==> src/rtl/mips_pipe_control.sv <==
// Pipelined MIPS control unit: D-stage decode, E/M/W control pipeline registers,
// and a multi-cycle multiply sequencer that holds the pipeline while busy.

module mips_pipe_control_chk (
   input logic clk,
   input logic rst_n,
   input logic stall,
   input logic done,
   input logic reg_write_e
);

   // A completion pulse only ever occurs inside a busy window
   done_in_busy_a : assert property (@(posedge clk) disable iff (!rst_n) done |-> stall);

   // While stalled the E stage never carries a register write
   bubble_in_busy_a : assert property (@(posedge clk) disable iff (!rst_n) stall |-> !reg_write_e);

endmodule

module mips_pipe_control #(
   parameter int ALU_CTRL_W    = 3,
   parameter int MULDIV_LAT    = 4,
   parameter int ENABLE_MULDIV = 1
) (
   input  logic                  i_CLK,
   input  logic                  i_RST,
   input  logic [5:0]            i_Op,
   input  logic [5:0]            i_funct,
   input  logic                  i_FlushE,
   output logic                  o_RegWriteD,
   output logic                  o_MemtoRegD,
   output logic                  o_MemWriteD,
   output logic                  o_ALUSrcD,
   output logic                  o_RegDstD,
   output logic                  o_BranchD,
   output logic                  o_JumpD,
   output logic [ALU_CTRL_W-1:0] o_ALUControlD,
   output logic                  o_IllegalD,
   output logic                  o_RegWriteE,
   output logic                  o_MemtoRegE,
   output logic                  o_MemWriteE,
   output logic                  o_ALUSrcE,
   output logic                  o_RegDstE,
   output logic                  o_MulStartE,
   output logic [ALU_CTRL_W-1:0] o_ALUControlE,
   output logic                  o_RegWriteM,
   output logic                  o_MemtoRegM,
   output logic                  o_MemWriteM,
   output logic                  o_RegWriteW,
   output logic                  o_MemtoRegW,
   output logic                  o_StallReq,
   output logic                  o_MulDone
);

   localparam int CNT_W = $clog2(MULDIV_LAT);
   localparam logic [CNT_W-1:0] CNT_LOAD = CNT_W'(MULDIV_LAT - 32'sd2);
   localparam logic [CNT_W-1:0] CNT_ONE  = CNT_W'(32'sd1);
   localparam logic [CNT_W-1:0] CNT_ZERO = CNT_W'(32'sd0);
   localparam logic MULDIV_EN = (ENABLE_MULDIV != 32'sd0);

   localparam logic [2:0] ALU_ADD = 3'b010;
   localparam logic [2:0] ALU_SUB = 3'b110;
   localparam logic [2:0] ALU_AND = 3'b000;
   localparam logic [2:0] ALU_OR  = 3'b001;
   localparam logic [2:0] ALU_SLT = 3'b111;

   localparam logic [5:0] OP_RTYPE = 6'b000000;
   localparam logic [5:0] OP_LW    = 6'b100011;
   localparam logic [5:0] OP_SW    = 6'b101011;
   localparam logic [5:0] OP_BEQ   = 6'b000100;
   localparam logic [5:0] OP_ADDI  = 6'b001000;
   localparam logic [5:0] OP_J     = 6'b000010;

   localparam logic [5:0] FN_ADD  = 6'b100000;
   localparam logic [5:0] FN_SUB  = 6'b100010;
   localparam logic [5:0] FN_AND  = 6'b100100;
   localparam logic [5:0] FN_OR   = 6'b100101;
   localparam logic [5:0] FN_SLT  = 6'b101010;
   localparam logic [5:0] FN_MULT = 6'b011000;

   typedef enum logic [0:0] {
      IDLE = 1'b0,
      BUSY = 1'b1
   } mul_state_t;

   // Zero-extend a 3-bit ALU code to the configured control width
   function automatic logic [ALU_CTRL_W-1:0] alu_code(input logic [2:0] code);
      logic [ALU_CTRL_W-1:0] r;
      r      = '0;
      r[2:0] = code;
      return r;
   endfunction

   mul_state_t            state_r;
   logic [CNT_W-1:0]      cnt_r;
   logic                  stall_r;
   logic                  done_r;

   logic                  reg_write_s;
   logic                  mem_to_reg_s;
   logic                  mem_write_s;
   logic                  alu_src_s;
   logic                  reg_dst_s;
   logic                  branch_s;
   logic                  jump_s;
   logic [ALU_CTRL_W-1:0] alu_ctrl_s;
   logic                  illegal_s;
   logic                  mult_s;

   logic                  reg_write_e_r;
   logic                  mem_to_reg_e_r;
   logic                  mem_write_e_r;
   logic                  alu_src_e_r;
   logic                  reg_dst_e_r;
   logic                  mul_start_e_r;
   logic [ALU_CTRL_W-1:0] alu_ctrl_e_r;
   logic                  reg_write_m_r;
   logic                  mem_to_reg_m_r;
   logic                  mem_write_m_r;
   logic                  reg_write_w_r;
   logic                  mem_to_reg_w_r;

   // D-stage opcode/funct decode
   always_comb begin
      reg_write_s  = 1'b0;
      mem_to_reg_s = 1'b0;
      mem_write_s  = 1'b0;
      alu_src_s    = 1'b0;
      reg_dst_s    = 1'b0;
      branch_s     = 1'b0;
      jump_s       = 1'b0;
      alu_ctrl_s   = alu_code(ALU_AND);
      illegal_s    = 1'b0;
      mult_s       = 1'b0;
      case (i_Op)
         OP_RTYPE: begin
            case (i_funct)
               FN_ADD: begin reg_write_s = 1'b1; reg_dst_s = 1'b1; alu_ctrl_s = alu_code(ALU_ADD); end
               FN_SUB: begin reg_write_s = 1'b1; reg_dst_s = 1'b1; alu_ctrl_s = alu_code(ALU_SUB); end
               FN_AND: begin reg_write_s = 1'b1; reg_dst_s = 1'b1; alu_ctrl_s = alu_code(ALU_AND); end
               FN_OR:  begin reg_write_s = 1'b1; reg_dst_s = 1'b1; alu_ctrl_s = alu_code(ALU_OR);  end
               FN_SLT: begin reg_write_s = 1'b1; reg_dst_s = 1'b1; alu_ctrl_s = alu_code(ALU_SLT); end
               FN_MULT: begin
                  if (MULDIV_EN) begin
                     mult_s = 1'b1;
                  end else begin
                     illegal_s = 1'b1;
                  end
               end
               default: illegal_s = 1'b1;
            endcase
         end
         OP_LW: begin
            reg_write_s  = 1'b1;
            alu_src_s    = 1'b1;
            mem_to_reg_s = 1'b1;
            alu_ctrl_s   = alu_code(ALU_ADD);
         end
         OP_SW: begin
            mem_write_s = 1'b1;
            alu_src_s   = 1'b1;
            alu_ctrl_s  = alu_code(ALU_ADD);
         end
         OP_BEQ: begin
            branch_s   = 1'b1;
            alu_ctrl_s = alu_code(ALU_SUB);
         end
         OP_ADDI: begin
            reg_write_s = 1'b1;
            alu_src_s   = 1'b1;
            alu_ctrl_s  = alu_code(ALU_ADD);
         end
         OP_J:    jump_s = 1'b1;
         default: illegal_s = 1'b1;
      endcase
   end

   // Multiply sequencer; stall/done are registered from the next state and count
   always_ff @(posedge i_CLK or negedge i_RST) begin
      if (!i_RST) begin
         state_r <= IDLE;
         cnt_r   <= CNT_ZERO;
         stall_r <= 1'b0;
         done_r  <= 1'b0;
      end else begin
         case (state_r)
            IDLE: begin
               if (mult_s && !i_FlushE) begin
                  state_r <= BUSY;
                  cnt_r   <= CNT_LOAD;
                  stall_r <= 1'b1;
                  done_r  <= (CNT_LOAD == CNT_ZERO);
               end else begin
                  stall_r <= 1'b0;
                  done_r  <= 1'b0;
               end
            end
            BUSY: begin
               if (cnt_r == CNT_ZERO) begin
                  state_r <= IDLE;
                  stall_r <= 1'b0;
                  done_r  <= 1'b0;
               end else begin
                  cnt_r   <= cnt_r - CNT_ONE;
                  stall_r <= 1'b1;
                  done_r  <= (cnt_r == CNT_ONE);
               end
            end
            default: begin
               state_r <= IDLE;
               cnt_r   <= CNT_ZERO;
               stall_r <= 1'b0;
               done_r  <= 1'b0;
            end
         endcase
      end
   end

   // E register: bubble on flush or while the multiplier owns the pipeline
   always_ff @(posedge i_CLK or negedge i_RST) begin
      if (!i_RST) begin
         reg_write_e_r  <= 1'b0;
         mem_to_reg_e_r <= 1'b0;
         mem_write_e_r  <= 1'b0;
         alu_src_e_r    <= 1'b0;
         reg_dst_e_r    <= 1'b0;
         mul_start_e_r  <= 1'b0;
         alu_ctrl_e_r   <= '0;
      end else if (i_FlushE || (state_r == BUSY)) begin
         reg_write_e_r  <= 1'b0;
         mem_to_reg_e_r <= 1'b0;
         mem_write_e_r  <= 1'b0;
         alu_src_e_r    <= 1'b0;
         reg_dst_e_r    <= 1'b0;
         mul_start_e_r  <= 1'b0;
         alu_ctrl_e_r   <= '0;
      end else begin
         reg_write_e_r  <= reg_write_s;
         mem_to_reg_e_r <= mem_to_reg_s;
         mem_write_e_r  <= mem_write_s;
         alu_src_e_r    <= alu_src_s;
         reg_dst_e_r    <= reg_dst_s;
         mul_start_e_r  <= mult_s;
         alu_ctrl_e_r   <= alu_ctrl_s;
      end
   end

   // M and W registers advance unconditionally
   always_ff @(posedge i_CLK or negedge i_RST) begin
      if (!i_RST) begin
         reg_write_m_r  <= 1'b0;
         mem_to_reg_m_r <= 1'b0;
         mem_write_m_r  <= 1'b0;
         reg_write_w_r  <= 1'b0;
         mem_to_reg_w_r <= 1'b0;
      end else begin
         reg_write_m_r  <= reg_write_e_r;
         mem_to_reg_m_r <= mem_to_reg_e_r;
         mem_write_m_r  <= mem_write_e_r;
         reg_write_w_r  <= reg_write_m_r;
         mem_to_reg_w_r <= mem_to_reg_m_r;
      end
   end

   assign o_RegWriteD   = reg_write_s;
   assign o_MemtoRegD   = mem_to_reg_s;
   assign o_MemWriteD   = mem_write_s;
   assign o_ALUSrcD     = alu_src_s;
   assign o_RegDstD     = reg_dst_s;
   assign o_BranchD     = branch_s;
   assign o_JumpD       = jump_s;
   assign o_ALUControlD = alu_ctrl_s;
   assign o_IllegalD    = illegal_s;

   assign o_RegWriteE   = reg_write_e_r;
   assign o_MemtoRegE   = mem_to_reg_e_r;
   assign o_MemWriteE   = mem_write_e_r;
   assign o_ALUSrcE     = alu_src_e_r;
   assign o_RegDstE     = reg_dst_e_r;
   assign o_MulStartE   = mul_start_e_r;
   assign o_ALUControlE = alu_ctrl_e_r;

   assign o_RegWriteM   = reg_write_m_r;
   assign o_MemtoRegM   = mem_to_reg_m_r;
   assign o_MemWriteM   = mem_write_m_r;
   assign o_RegWriteW   = reg_write_w_r;
   assign o_MemtoRegW   = mem_to_reg_w_r;

   assign o_StallReq    = stall_r;
   assign o_MulDone     = done_r;

   mips_pipe_control_chk u_chk (
      .clk         (i_CLK),
      .rst_n       (i_RST),
      .stall       (stall_r),
      .done        (done_r),
      .reg_write_e (reg_write_e_r)
   );

endmodule

==> config.mk <==
export PLATFORM = sky130hd
export DESIGN_NAME = mips_pipe_control
export DESIGN_NICKNAME = d
export VERILOG_FILES = /design/src/rtl/mips_pipe_control.sv
export SDC_FILE = /design/constraint.sdc
export NUM_CORES = 1
export LEC_CHECK = 0
export CORE_MARGIN = 2
export CORE_UTILIZATION = 30
export DETAILED_ROUTE_END_ITERATION = 8
export PLACE_DENSITY = 0.63
export SYNTH_ARGS = -nofsm -noshare
export SYNTH_HDL_FRONTEND = slang
export SYNTH_HIERARCHICAL = 1
export SYNTH_SLANG_ARGS = --single-unit
==> constraint.sdc <==
create_clock -name i_CLK -period 2.1 [get_ports i_CLK]
set_clock_uncertainty 0.05 [all_clocks]
set_input_delay 0.42 -clock i_CLK [delete_from_list [all_inputs] [get_ports i_CLK]]
set_output_delay 0.42 -clock i_CLK [all_outputs]
set_load 0.05 [all_outputs]
# [After elaboration in Yosys (flattened, before gate mapping)]
# Cells that the tools add are included.
[totals] ff_bits=18 output_inout_bits=27 wordCells=71
[classes] add_sub_neg=1 eq_ne=14 mux=29 bitwise=1 n_reduce_logical=11
[ops] operator="6-bit == test, second input constant" count=7
[ops] operator="1-bit two-way mux" count=19
[ops] operator="3-bit one-hot mux with 4 select lines" count=1
[ops] operator="5-bit OR reduction" count=2
[ops] operator="3-bit one-hot mux with 3 select lines" count=1
[ops] operator="1-bit one-hot mux with 2 select lines" count=4
[ops] operator="6-bit by 2-bit == test with 1-bit output, second input constant" count=1
[ops] operator="6-bit by 3-bit == test with 1-bit output, second input constant" count=1
[ops] operator="6-bit by 4-bit == test with 1-bit output, second input constant" count=1
[ops] operator="6-bit by 5-bit == test with 1-bit output, second input constant" count=1
[ops] operator="6-bit zero test" count=1
[ops] operator="6-bit OR reduction" count=1
[ops] operator="2-bit two-way mux" count=2
[ops] operator="2-bit != test, second input constant" count=2
[ops] operator="2-bit one-hot mux with 2 select lines" count=1
[ops] operator="3-bit two-way mux" count=1
[ops] operator="3-bit OR reduction" count=1
[ops] operator="2-bit by 1-bit == test with 1-bit output, second input constant" count=1
[ops] operator="2-bit zero test" count=1
[ops] operator="2-bit AND reduction" count=1
[ops] operator="2-bit OR reduction" count=1
[ops] operator="2-bit by 1-bit subtractor with 2-bit output, second input constant" count=1
[ops] operator="1-bit logical AND" count=1
[ops] operator="1-bit zero test" count=1
[ops] operator="2 further kinds" count=2

# [Depth between registers and ports, before layout]
[logic_depth] depth_word=6 mapped_depth=5 ltp_nobuf=5

# [Least setup slack after synthesis]
# No wires, ideal clock.
[synth_path] path_kind="input to output" start="input port i_Op[2]" end="output port o_JumpD" arrival_time_ps=2254 t_required_ps=1630 setup_slack_ps=-624 cell_stages=2 path_cell_list="or2_2 -> nor4_1"
[synth_between] elab_chain_cells=2
[synth_rtl] item="start, declared" line="27" source="input logic [5:0] i_Op,"
[synth_rtl] item="6-bit by 2-bit == test with 1-bit output" line="135" source="case (i_Op)"
[synth_rtl] item="1-bit two-way mux" line="135"
[synth_rtl] item="end, declared" line="36" source="output logic o_JumpD,"
# Every way passes these cells.

# [Worst setup path in the final report]
[layout_path] start="input port i_Op[0]" end="output port o_ALUControlD[2]"
[layout_between] elab_chain_cells=3
[layout_rtl] item="6-bit by 4-bit == test with 1-bit output / 6-bit == test (equally long branches)" line="135"
[layout_rtl] item="3-bit OR reduction (no line)"
[layout_rtl] item="3-bit one-hot mux with 3 select lines (*)" line="135"
[layout_rtl] item="end, declared" line="37" source="output logic [ALU_CTRL_W-1:0] o_ALUControlD,"
# Mark *: on every way between the ends. The rest lies on a longest branch, timed or not.

==> impl_metrics.env <==
export IMPL_status="complete, but fails checks"
export IMPL_violations="DRC, setup timing"
export IMPL_min_period_ns=2.17
export IMPL_grtUsageTotal_pct=16.6
export IMPL_cts_sinks=18
export IMPL_cts_root_buf="clkbuf_4"
export IMPL_synthToLayoutAreaGrowth_pct=96.7
export IMPL_ys_seq_elements=18
export IMPL_synth_area_sq_um=898
export IMPL_pre_cts_ws_ns=-0.427
export IMPL_grt_overflow_total=0
export IMPL_htreeDepth=1
export IMPL_finalHoldViolations=0
export IMPL_fin_nets=173
export IMPL_die_w_um=58.7
export IMPL_max_freq_mhz=461
export IMPL_drive_gt1_share_pct=45.8
export IMPL_power_density_mw_per_mm2=420
export IMPL_peakVddDrop_mv=0.164
export IMPL_seq_area_frac_synth_pct=50.1
export IMPL_finalCritPeriodShare_pct=103
export IMPL_cts_max_path_buffers=2
export IMPL_syn_area_per_cell_sq_um=10.6
export IMPL_final_common_cell="buf_4"
export IMPL_drt_initial_drc_count=30
export IMPL_p_leak_nw=0.793
export IMPL_cts_tree="yes"
export IMPL_ys_warn_count=6
export IMPL_worst_pin_slew_ns=0.518
export IMPL_cp_arrival_ns=1.70
export IMPL_grt_max_degree=19
export IMPL_clk_pin_slew_ns=0.09
export IMPL_postRouteWirelength_um=2530
export IMPL_synthCells=85
export IMPL_start_util_pct=32.0
export IMPL_setup_viol=3
export IMPL_fillers=234
export IMPL_wl_per_cell_um=13.6
export IMPL_dieArea_sq_mm=0.00345
export IMPL_antenna_found_initial=0
export IMPL_max_slew_margin_rel_pct=65.4
export IMPL_synth_cell_type_count=36
export IMPL_hold_ws_ns=0.331
export IMPL_antenna_left=0
export IMPL_port_buffers=41
export IMPL_largest_reg_flops=3
export IMPL_final_setup_tns_ns=-0.189
export IMPL_finish_utilization_pct=63.0
export IMPL_design_core_area_sq_mm=0.00281
export IMPL_grt_pass1_wl_um=4280
export IMPL_cts_buffers=3
export IMPL_io_pins=42
export IMPL_worstHoldPathType="flip-flop to flip-flop"
export IMPL_place_gp_congestion=0.787
export IMPL_drt_first_pass_iters=6
export IMPL_critPathMaxFanout=4
export IMPL_vias=930
export IMPL_cp_required_ns=1.63
export IMPL_grt_pass1_vias=972
export IMPL_place_area_sq_mm=0.00166
export IMPL_layout_common_cells="buf_4 (26), dfrtp_1 (18), clkdlybuf4s50_1 (18)"
export IMPL_antenna_cells=0
export IMPL_drcViolationCount=2
export IMPL_cts_setup_buffers=0
export IMPL_setup_worst_path_end_class="output port"
export IMPL_fin_ws_ns=-0.0708
export IMPL_final_cell_area_sq_mm=0.00177
export IMPL_crit_type="primary input to output port"
export IMPL_place_inst=182
export IMPL_final_cell_count_no_fill=186
export IMPL_rows=19
export IMPL_cp_start_kind="primary input"
export IMPL_dpl_hpwl_um=1980
export IMPL_clock_latency_ns=0.29
export IMPL_syn_nets=102
export IMPL_power_total_mw=0.742
export IMPL_maxCapViolations=0
export IMPL_die_h_um=58.7
export IMPL_via_per_inst=5.00
export IMPL_timing_final_max_slew_violations=0
export IMPL_rsz0062_at_grt="yes"
==> cell type report <==
cell class | count | area, sq um | share of cell area [%]
timing repair buffer | 67 | 692 | 39.2
multi-input combinational | 61 | 527 | 29.8
sequential | 18 | 450 | 25.5
tap | 31 | 38.8 | 2.20
clock buffer | 4 | 36.3 | 2.05
inverter | 5 | 22.5 | 1.27
==> layer usage <==
layer	wire [um]	GRT usage, %	up-vias
met2	1320	29.5	37
li1	-	-	456
met4	57	9.42	0
met5	0	0	-
met3	130	1.76	6
met1	1020	19.0	431
==> worst paths after layout <==
kind                             startpoint               end  slack (ns)  depth (start not counted)
worst min register to register  o_RegWriteE       o_RegWriteM        0.33                          0
worst min-delay path            o_RegWriteE       o_RegWriteM        0.33                          0
min in group asynchronous             i_RST  o_ALUControlE[0]        0.39                          2
max in group asynchronous             i_RST       o_MulStartE        1.42                          2
worst max register to register     cnt_r[0]          cnt_r[1]        0.60                          5
worst max-delay path                i_Op[0]  o_ALUControlD[2]       -0.07                          5
==> timing repair <==
item                                    4_1_cts  5_1_grt
gates resized for setup                      46       11
endpoints found under the setup margin       11        5
pin swaps                                     7        7
hold buffers                                  0        0
==> logic make-up (layout without fill, tap and decap cells) <==
logic type | after synthesis | after routing | synth area share [%]
compound gates | 13 | 13 | 11.3
xor+xnor | 1 | 1 | 0.975
fa+ha+maj | 3 | 3 | 3.90
buf+inv | 6 | 76 | 2.51
flops | 18 | 18 | 50.1
mux | 2 | 2 | 2.37
simple gates | 42 | 42 | 28.8
==> worst max-delay path, stage by stage <==
cell and delay (ns):
buf_6 0.09, or3_4 0.38, or4b_4 0.56, o21ai_4 0.10
buf_12 0.15
==> synthesized netlist by cell type <==
cell      number  area share (%)
dfrtp_1       18              50
nor2_1         8             3.3
nand3_1        6             3.3
inv_1          5             2.1
nor3_1         4             2.2
nor4b_1        3             2.9
o21ai_0        3             1.7
and3_1         2             1.4
ha_1           2             2.8
nand2_1        2            0.84
nand2b_1       2             1.4
nor2b_1        2             1.4
nor4_1         2             1.4
nor4bb_1       2             2.2
o31a_1         2             2.0
or2_2          2             1.4
a21oi_1        1            0.56
a311o_1        1             1.1
a31oi_1        1            0.70
and2_1         1            0.70
and3_2         1            0.84
and4_1         1            0.98
clkbuf_1       1            0.42
maj3_1         1             1.1
mux2_2         1             1.3
mux2i_1        1             1.1
nand4_1        1            0.70
nand4b_1       1            0.98
o21bai_1       1            0.84
o22ai_2        1             1.4
o311a_1        1             1.1
o31ai_1        1            0.84
o32a_1         1             1.1
or3_4          1             1.3
or4b_4         1             1.5
xnor2_1        1            0.98
==> report_power, final <==
part | switching [mW] | internal [mW]
sequential | 0.00365 | 0.355
combinational | 0.0927 | 0.0871
clock | 0.0977 | 0.106
total | 0.194 | 0.548
Note: power is estimated with default switching activity, not from simulation.
